[src/rtl/reg_file_mp_if.sv]
// rtl/reg_file_mp_if.sv - write, read and clear-control signals of the multi-read-port register file
interface reg_file_mp_if #(
  parameter int WordLength   = 8,
  parameter int AddrBits     = 3,
  parameter int NumReadPorts = 2
);
  logic                                       clear_i;
  logic                                       busy_o;
  logic                                       wr_en_i;
  logic [AddrBits-1:0]                        w_addr_i;
  logic [WordLength-1:0]                      w_data_i;
  logic [WordLength/8-1:0]                    w_be_i;
  logic [NumReadPorts-1:0][AddrBits-1:0]      r_addr_i;
  logic [NumReadPorts-1:0][WordLength-1:0]    r_data_o;

  modport master (
    output clear_i, wr_en_i, w_addr_i, w_data_i, w_be_i, r_addr_i,
    input  busy_o, r_data_o
  );

  modport slave (
    input  clear_i, wr_en_i, w_addr_i, w_data_i, w_be_i, r_addr_i,
    output busy_o, r_data_o
  );
endinterface

[src/rtl/reg_file_mp.sv]
// rtl/reg_file_mp.sv - byte-enable register file, N read ports, clear sequencer
// Define REG_FILE_MP_ASYNC_READ_EN for combinational reads without bypass.
module reg_file_mp #(
  parameter int                    WordLength   = 8,
  parameter int                    AddrBits     = 3,
  parameter int                    NumReadPorts = 2,
  parameter logic [WordLength-1:0] ClearValue   = '0
) (
  input  logic         clk_i,
  input  logic         rst_i,
  reg_file_mp_if.slave bus
);
  localparam int Depth    = 2**AddrBits;
  localparam int NumBytes = WordLength / 8;

  if ((WordLength % 8) != 0 || NumReadPorts < 1) begin : g_bad_params
    $error("reg_file_mp: WordLength must be a multiple of 8 and NumReadPorts >= 1");
  end

  typedef enum logic {ST_INIT, ST_READY} state_t;

  state_t                                  r_state, w_state_nxt;
  logic [AddrBits-1:0]                     r_clr_ptr, w_clr_ptr_nxt;
  logic [WordLength-1:0]                   r_mem [Depth];
  logic [WordLength-1:0]                   w_merged;
  logic                                    w_clr_wr, w_user_wr;
  logic [NumReadPorts-1:0][WordLength-1:0] w_rdata;

  always_ff @(posedge clk_i) begin
    if (rst_i) begin
      r_state   <= ST_INIT;
      r_clr_ptr <= '0;
    end else begin
      r_state   <= w_state_nxt;
      r_clr_ptr <= w_clr_ptr_nxt;
    end
  end

  always_comb begin
    w_state_nxt   = r_state;
    w_clr_ptr_nxt = r_clr_ptr;
    w_clr_wr      = 1'b0;
    w_user_wr     = 1'b0;
    case (r_state)
      ST_INIT: begin
        w_clr_wr = 1'b1;
        // Pointer parks on the last entry rather than wrapping.
        if (r_clr_ptr == AddrBits'(Depth - 1)) begin
          w_state_nxt = ST_READY;
        end else begin
          w_clr_ptr_nxt = r_clr_ptr + 1'b1;
        end
      end
      ST_READY: begin
        w_user_wr = bus.wr_en_i;
        if (bus.clear_i) begin
          w_state_nxt   = ST_INIT;
          w_clr_ptr_nxt = '0;
        end
      end
      default: begin
        w_state_nxt   = ST_INIT;
        w_clr_ptr_nxt = '0;
      end
    endcase
  end

  assign bus.busy_o = (r_state == ST_INIT);

  // Old word with enabled lanes replaced; shared by the write path and the read bypass.
  always_comb begin
    w_merged = r_mem[bus.w_addr_i];
    for (int b = 0; b < NumBytes; b++) begin
      if (bus.w_be_i[b]) begin
        w_merged[8*b +: 8] = bus.w_data_i[8*b +: 8];
      end
    end
  end

  always_ff @(posedge clk_i) begin
    if (!rst_i) begin
      if (w_clr_wr) begin
        r_mem[r_clr_ptr] <= ClearValue;
      end else if (w_user_wr) begin
        r_mem[bus.w_addr_i] <= w_merged;
      end
    end
  end

`ifdef REG_FILE_MP_ASYNC_READ_EN
  always_comb begin
    w_rdata = '0;
    for (int k = 0; k < NumReadPorts; k++) begin
      w_rdata[k] = r_mem[bus.r_addr_i[k]];
    end
  end

  assign bus.r_data_o = w_rdata;
`else
  logic [NumReadPorts-1:0][WordLength-1:0] r_rdata;

  always_comb begin
    w_rdata = '0;
    for (int k = 0; k < NumReadPorts; k++) begin
      if (r_state == ST_INIT) begin
        // Entries at or below the pointer are cleared, or being cleared this cycle.
        w_rdata[k] = (bus.r_addr_i[k] <= r_clr_ptr) ? ClearValue : r_mem[bus.r_addr_i[k]];
      end else if (bus.wr_en_i && (bus.r_addr_i[k] == bus.w_addr_i)) begin
        w_rdata[k] = w_merged;
      end else begin
        w_rdata[k] = r_mem[bus.r_addr_i[k]];
      end
    end
  end

  always_ff @(posedge clk_i) begin
    if (rst_i) begin
      r_rdata <= '0;
    end else begin
      r_rdata <= w_rdata;
    end
  end

  assign bus.r_data_o = r_rdata;
`endif
endmodule

[src/flat_wrapper.sv]
// flat-port wrapper written by rule: the top's interface ports become plain ports
module reg_file_mp_flat 
#(
  parameter int                    WordLength   = 8,
  parameter int                    AddrBits     = 3,
  parameter int                    NumReadPorts = 2,
  parameter logic [WordLength-1:0] ClearValue   = '0
)
  (clk_i, rst_i, bus_clear_i, bus_wr_en_i, bus_w_addr_i, bus_w_data_i, bus_w_be_i, bus_r_addr_i, bus_busy_o, bus_r_data_o);
  reg_file_mp_if #(.WordLength(WordLength), .AddrBits(AddrBits), .NumReadPorts(NumReadPorts)) bus_i ();
  input  logic clk_i;
  input  logic rst_i;
  input wire logic [$bits(bus_i.clear_i)-1:0] bus_clear_i;
  input wire logic [$bits(bus_i.wr_en_i)-1:0] bus_wr_en_i;
  input wire logic [$bits(bus_i.w_addr_i)-1:0] bus_w_addr_i;
  input wire logic [$bits(bus_i.w_data_i)-1:0] bus_w_data_i;
  input wire logic [$bits(bus_i.w_be_i)-1:0] bus_w_be_i;
  input wire logic [$bits(bus_i.r_addr_i)-1:0] bus_r_addr_i;
  output wire logic [$bits(bus_i.busy_o)-1:0] bus_busy_o;
  output wire logic [$bits(bus_i.r_data_o)-1:0] bus_r_data_o;
  assign bus_i.clear_i = bus_clear_i;
  assign bus_i.wr_en_i = bus_wr_en_i;
  assign bus_i.w_addr_i = bus_w_addr_i;
  assign bus_i.w_data_i = bus_w_data_i;
  assign bus_i.w_be_i = bus_w_be_i;
  assign bus_i.r_addr_i = bus_r_addr_i;
  assign bus_busy_o = bus_i.busy_o;
  assign bus_r_data_o = bus_i.r_data_o;
  reg_file_mp #(.WordLength(WordLength), .AddrBits(AddrBits), .NumReadPorts(NumReadPorts), .ClearValue(ClearValue)) u_core (.clk_i(clk_i), .rst_i(rst_i), .bus(bus_i));
endmodule
[config.mk]
export PLATFORM = sky130hd
export DESIGN_NAME = reg_file_mp_flat
export DESIGN_NICKNAME = d
export VERILOG_FILES = /design/src/rtl/reg_file_mp_if.sv /design/src/rtl/reg_file_mp.sv /design/src/flat_wrapper.sv
export SDC_FILE = /design/constraint.sdc
export NUM_CORES = 1
export LEC_CHECK = 0
export CORE_MARGIN = 1
export CORE_UTILIZATION = 35
export CTS_BUF_LIST = sky130_fd_sc_hd__clkbuf_8
export DETAILED_ROUTE_END_ITERATION = 10
export PLACE_DENSITY = 0.55
export SYNTH_ARGS = -nofsm -noshare
export SYNTH_HDL_FRONTEND = slang
export SYNTH_SLANG_ARGS = --single-unit
[constraint.sdc]
create_clock -name clk_i -period 2.75 [get_ports clk_i]
set_clock_uncertainty 0.2 [all_clocks]
set_input_delay 0.275 -clock clk_i [delete_from_list [all_inputs] [get_ports clk_i]]
set_output_delay 0.275 -clock clk_i [all_outputs]
set_load 0.005 [all_outputs]
==> results.tsv <==
stage	metric	value	unit
status	status	complete, no violations	
synth	top cell type's share of synthesized area	41.7	%
final_layout	Net count, final	414	
sta	Final WS setup	535	ps
cts	number of setup buffers added after CTS	0	
worst_setup_path	crit path max fanout	8	
flow_run	number of max-cap violations	0	
cts	CTS Buf Count	9	
global_routing	gr ovfl total	0	
power	maximum VDD drop	0.211	mV
synth	Area contributors post-synth	edfxtp_1, mux4_2, mux2i_1	
global_routing	vias in the first global route	3206	
drt	Post-DRT Antenna Nets	0	
drt	total number of vias	3074	
final_layout	P&R area growth vs syn	19.0	%
drt	Pre-antenna DRT Iters	4	
cts	Root Driver	clkbuf_8	
synth	Main synth FF type	edfxtp_1	
power	cell area power density	508	nW/um2
drt	1st-iter DRT viols	240	
synth	synth cell count leaders	edfxtp_1, mux2i_1, mux4_2, nor2_1, dfxtp_1	
synth	Syn Area/Cell	14.1	um2
synth	share of flip-flops with an asynchronous set or reset	0	%
worst_setup_path	worst path buffer plus inverter count	1	
cts	Clock Pin Slew Worst Setup and Hold Paths	80	ps
floorplanning	chip width	117	um
worst_setup_path	critical path type	input pin to register	
placed_design	pre-CTS setup slack	187	ps
worst_setup_path	Setup crit start kind	input pin	
worst_setup_path	delay-heaviest family, CP	simple AND/OR/NAND/NOR gates	
global_routing	first-pass GRT wire length	18800	um
final_layout	layout cells sized above 1	24.7	%
synth	Yosys reg bits	84	
synth	Synth area leader	edfxtp_1	
sta	max_slew headroom	67.2	%
cts	CTS Hold Bufs	0	
drt	DRT Wirelength	12500	um
sta	Final min period	2210	ps
worst_setup_path	crit path DAT	2120	ps
final_layout	antenna cells	0	
cts	latest clock arrival within the worst-skew pair	360	ps
worst_setup_path	crit path capture type	register	
cts	Clock Path Buffers	2	
sta	Final Hold Violating Endpoints	0	
global_routing	number of antenna violations at the first check in global routing	0	
sta	Slew Limit Fails	0	
placed_design	gp weighted congestion	0.807	
synth	number of distinct library cells after synthesis	40	
synth	Post-synth EDFFs	64	
synth	register area share after synthesis	50.4	%
cts	Clock Sinks	84	
drt	DR WL/cell	22.2	um
hold_path	Hold/Removal Path Class	register to register	
global_routing	largest net degree at the start of global routing	21	
drt	vias per inst	5.48	
cts	CTS tree	built	
worst_setup_path	slowest cell on the critical path	clkdlybuf4s50_1	
floorplanning	Core Area	12700	um2
worst_setup_path	Worst path max stage delay	500	ps
sta	Hold WS	400	ps
power	Leak Pwr	2.07	nW
sta	Least-Margin Pin Slew	490	ps
cts	count of cells resized by post-cts repair	0	
synth	Post-Synthesis Cells	328	
floorplanning	Die ar.	13600	um2
cts	H-tree depth	3	
floorplanning	Starting Density	36.3	%
floorplanning	Ports	39	
drt	detailed-route DRC error count	0	
global_routing	Global Route Usage Sum	19.6	%
floorplanning	DIE HEIGHT	117	um
synth	Ys Warns	0	
sta	Period Utilization, post-route	80.5	%
placed_design	dpl hpwl	8440	um
worst_setup_path	worst path cell trace	clkdlybuf4s50_1 -> and2_1 -> a22o_1 -> a221oi_2 -> o21ai_2 -> nor2_1	
synth	Syn Nets	358	
sta	Setup violations, final	0	
sta	setup_tns	0	ps
worst_setup_path	CP required	2650	ps
synth	most frequent cell after synthesis	edfxtp_1	
sta	Achievable Freq	452	MHz
synth	Cell Area, Synth	4610	um2
floorplanning	Std-Cell Rows	41	
placed_design	port buffer count	38	
sta	RSZ-0062 raised after global routing	no	
## sequential cells by signal, summed over array words and instances (netlist names)
register / flops
u_core.r_state: 1
u_core.r_mem: 64
u_core.bus.r_data_o: 16
u_core.r_clr_ptr: 3
## where the power goes
group,total (W),switching [W],internal (W)
sequential,0.00143,0.0000283,0.00140
clock,0.000897,0.000459,0.000438
combinational,0.000461,0.000222,0.000239
total,0.00279,0.000709,0.00208
## per-stage QoR
stage,utilization (%),cell area [um2],power [W],instances
final,43.1,5490,0.00279,561
after global routing,43.1,5490,0.00289,561
after CTS,43.1,5490,0.00281,561
after detailed placement,41.6,5300,0.00192,545
after global placement,41.6,5300,0.00192,545
after floorplan,-,4610,0.00173,328
## path summary, 6_finish.rpt
path | startpoint | to | slack (ps) | depth (start not counted)
setup / recovery | bus_w_addr_i[1] | u_core.r_mem[6][4]$_DFFE_PP_ | 540 | 6
hold / removal | u_core.r_clr_ptr[1]$_SDFFE_PP0P_ | u_core.r_clr_ptr[1]$_SDFFE_PP0P_ | 400 | 2
setup reg to reg | u_core.r_state$_SDFF_PP0_ | u_core.r_mem[2][5]$_DFFE_PP_ | 610 | 6
hold reg to reg | u_core.r_clr_ptr[1]$_SDFFE_PP0P_ | u_core.r_clr_ptr[1]$_SDFFE_PP0P_ | 400 | 2
## worst min-delay path: cells and delay by family (launching register included)
kind | cells | cell delay, ps
AOI/OAI and AO/OA | 1 | 90
DFF | 1 | 400
and+or+nand+nor | 1 | 80
## metal layers
metal / GRT usage [%] / wire [um]
met1: 24.8 / 5390
met2: 34.1 / 6240
met3: 3.19 / 641
met4: 6.50 / 204
met5: 0 / 0
## layout by cell type, fill, tap and decap left out, types with 2 or more instances in the layout
cell type | Yosys | routed
buf_4 | 3 | 32
mux2i_1 | 50 | 50
o21ai_0 | 2 | 2
ha_1 | 8 | 8
or2_2 | 2 | 2
a221oi_2 | 8 | 8
xnor2_1 | 6 | 6
a21oi_1 | 11 | 11
o22ai_1 | 16 | 16
clkdlybuf4s50_1 | 0 | 37
a21o_1 | 2 | 2
mux4_2 | 32 | 32
nand4_1 | 2 | 2
nor2_1 | 22 | 22
nand2_1 | 7 | 7
inv_1 | 13 | 15
nor2b_1 | 5 | 5
a31oi_1 | 3 | 3
a22o_1 | 8 | 8
o21ai_2 | 3 | 3
o21a_1 | 2 | 2
a22oi_1 | 2 | 2
o21ai_1 | 5 | 5
clkbuf_8 | 0 | 10
dfxtp_1 | 20 | 20
edfxtp_1 | 64 | 64
## cells by family (layout without fill, tap and decap cells)
group	count (synthesis)	count (layout)	synth area share (%)
muxes	84	84	27.0
DFF	84	84	50.4
AOI/OAI and AO/OA	62	62	10.2
and+or+nand+nor	44	44	4.34
buffers and inverters	40	101	4.75
adders and majority gates	8	8	2.17
xor gates and xnor gates	6	6	1.14
## area by class of cell
class,instances,area [um2]
fill,1184,7230
clock buffer,10,138
inverter,14,52.6
clock inverter,6,55.1
multi-input combinational,204,2070
sequential,84,2320
tap,172,215
timing repair buffer,71,636
(Power assumes the default switching activity.)
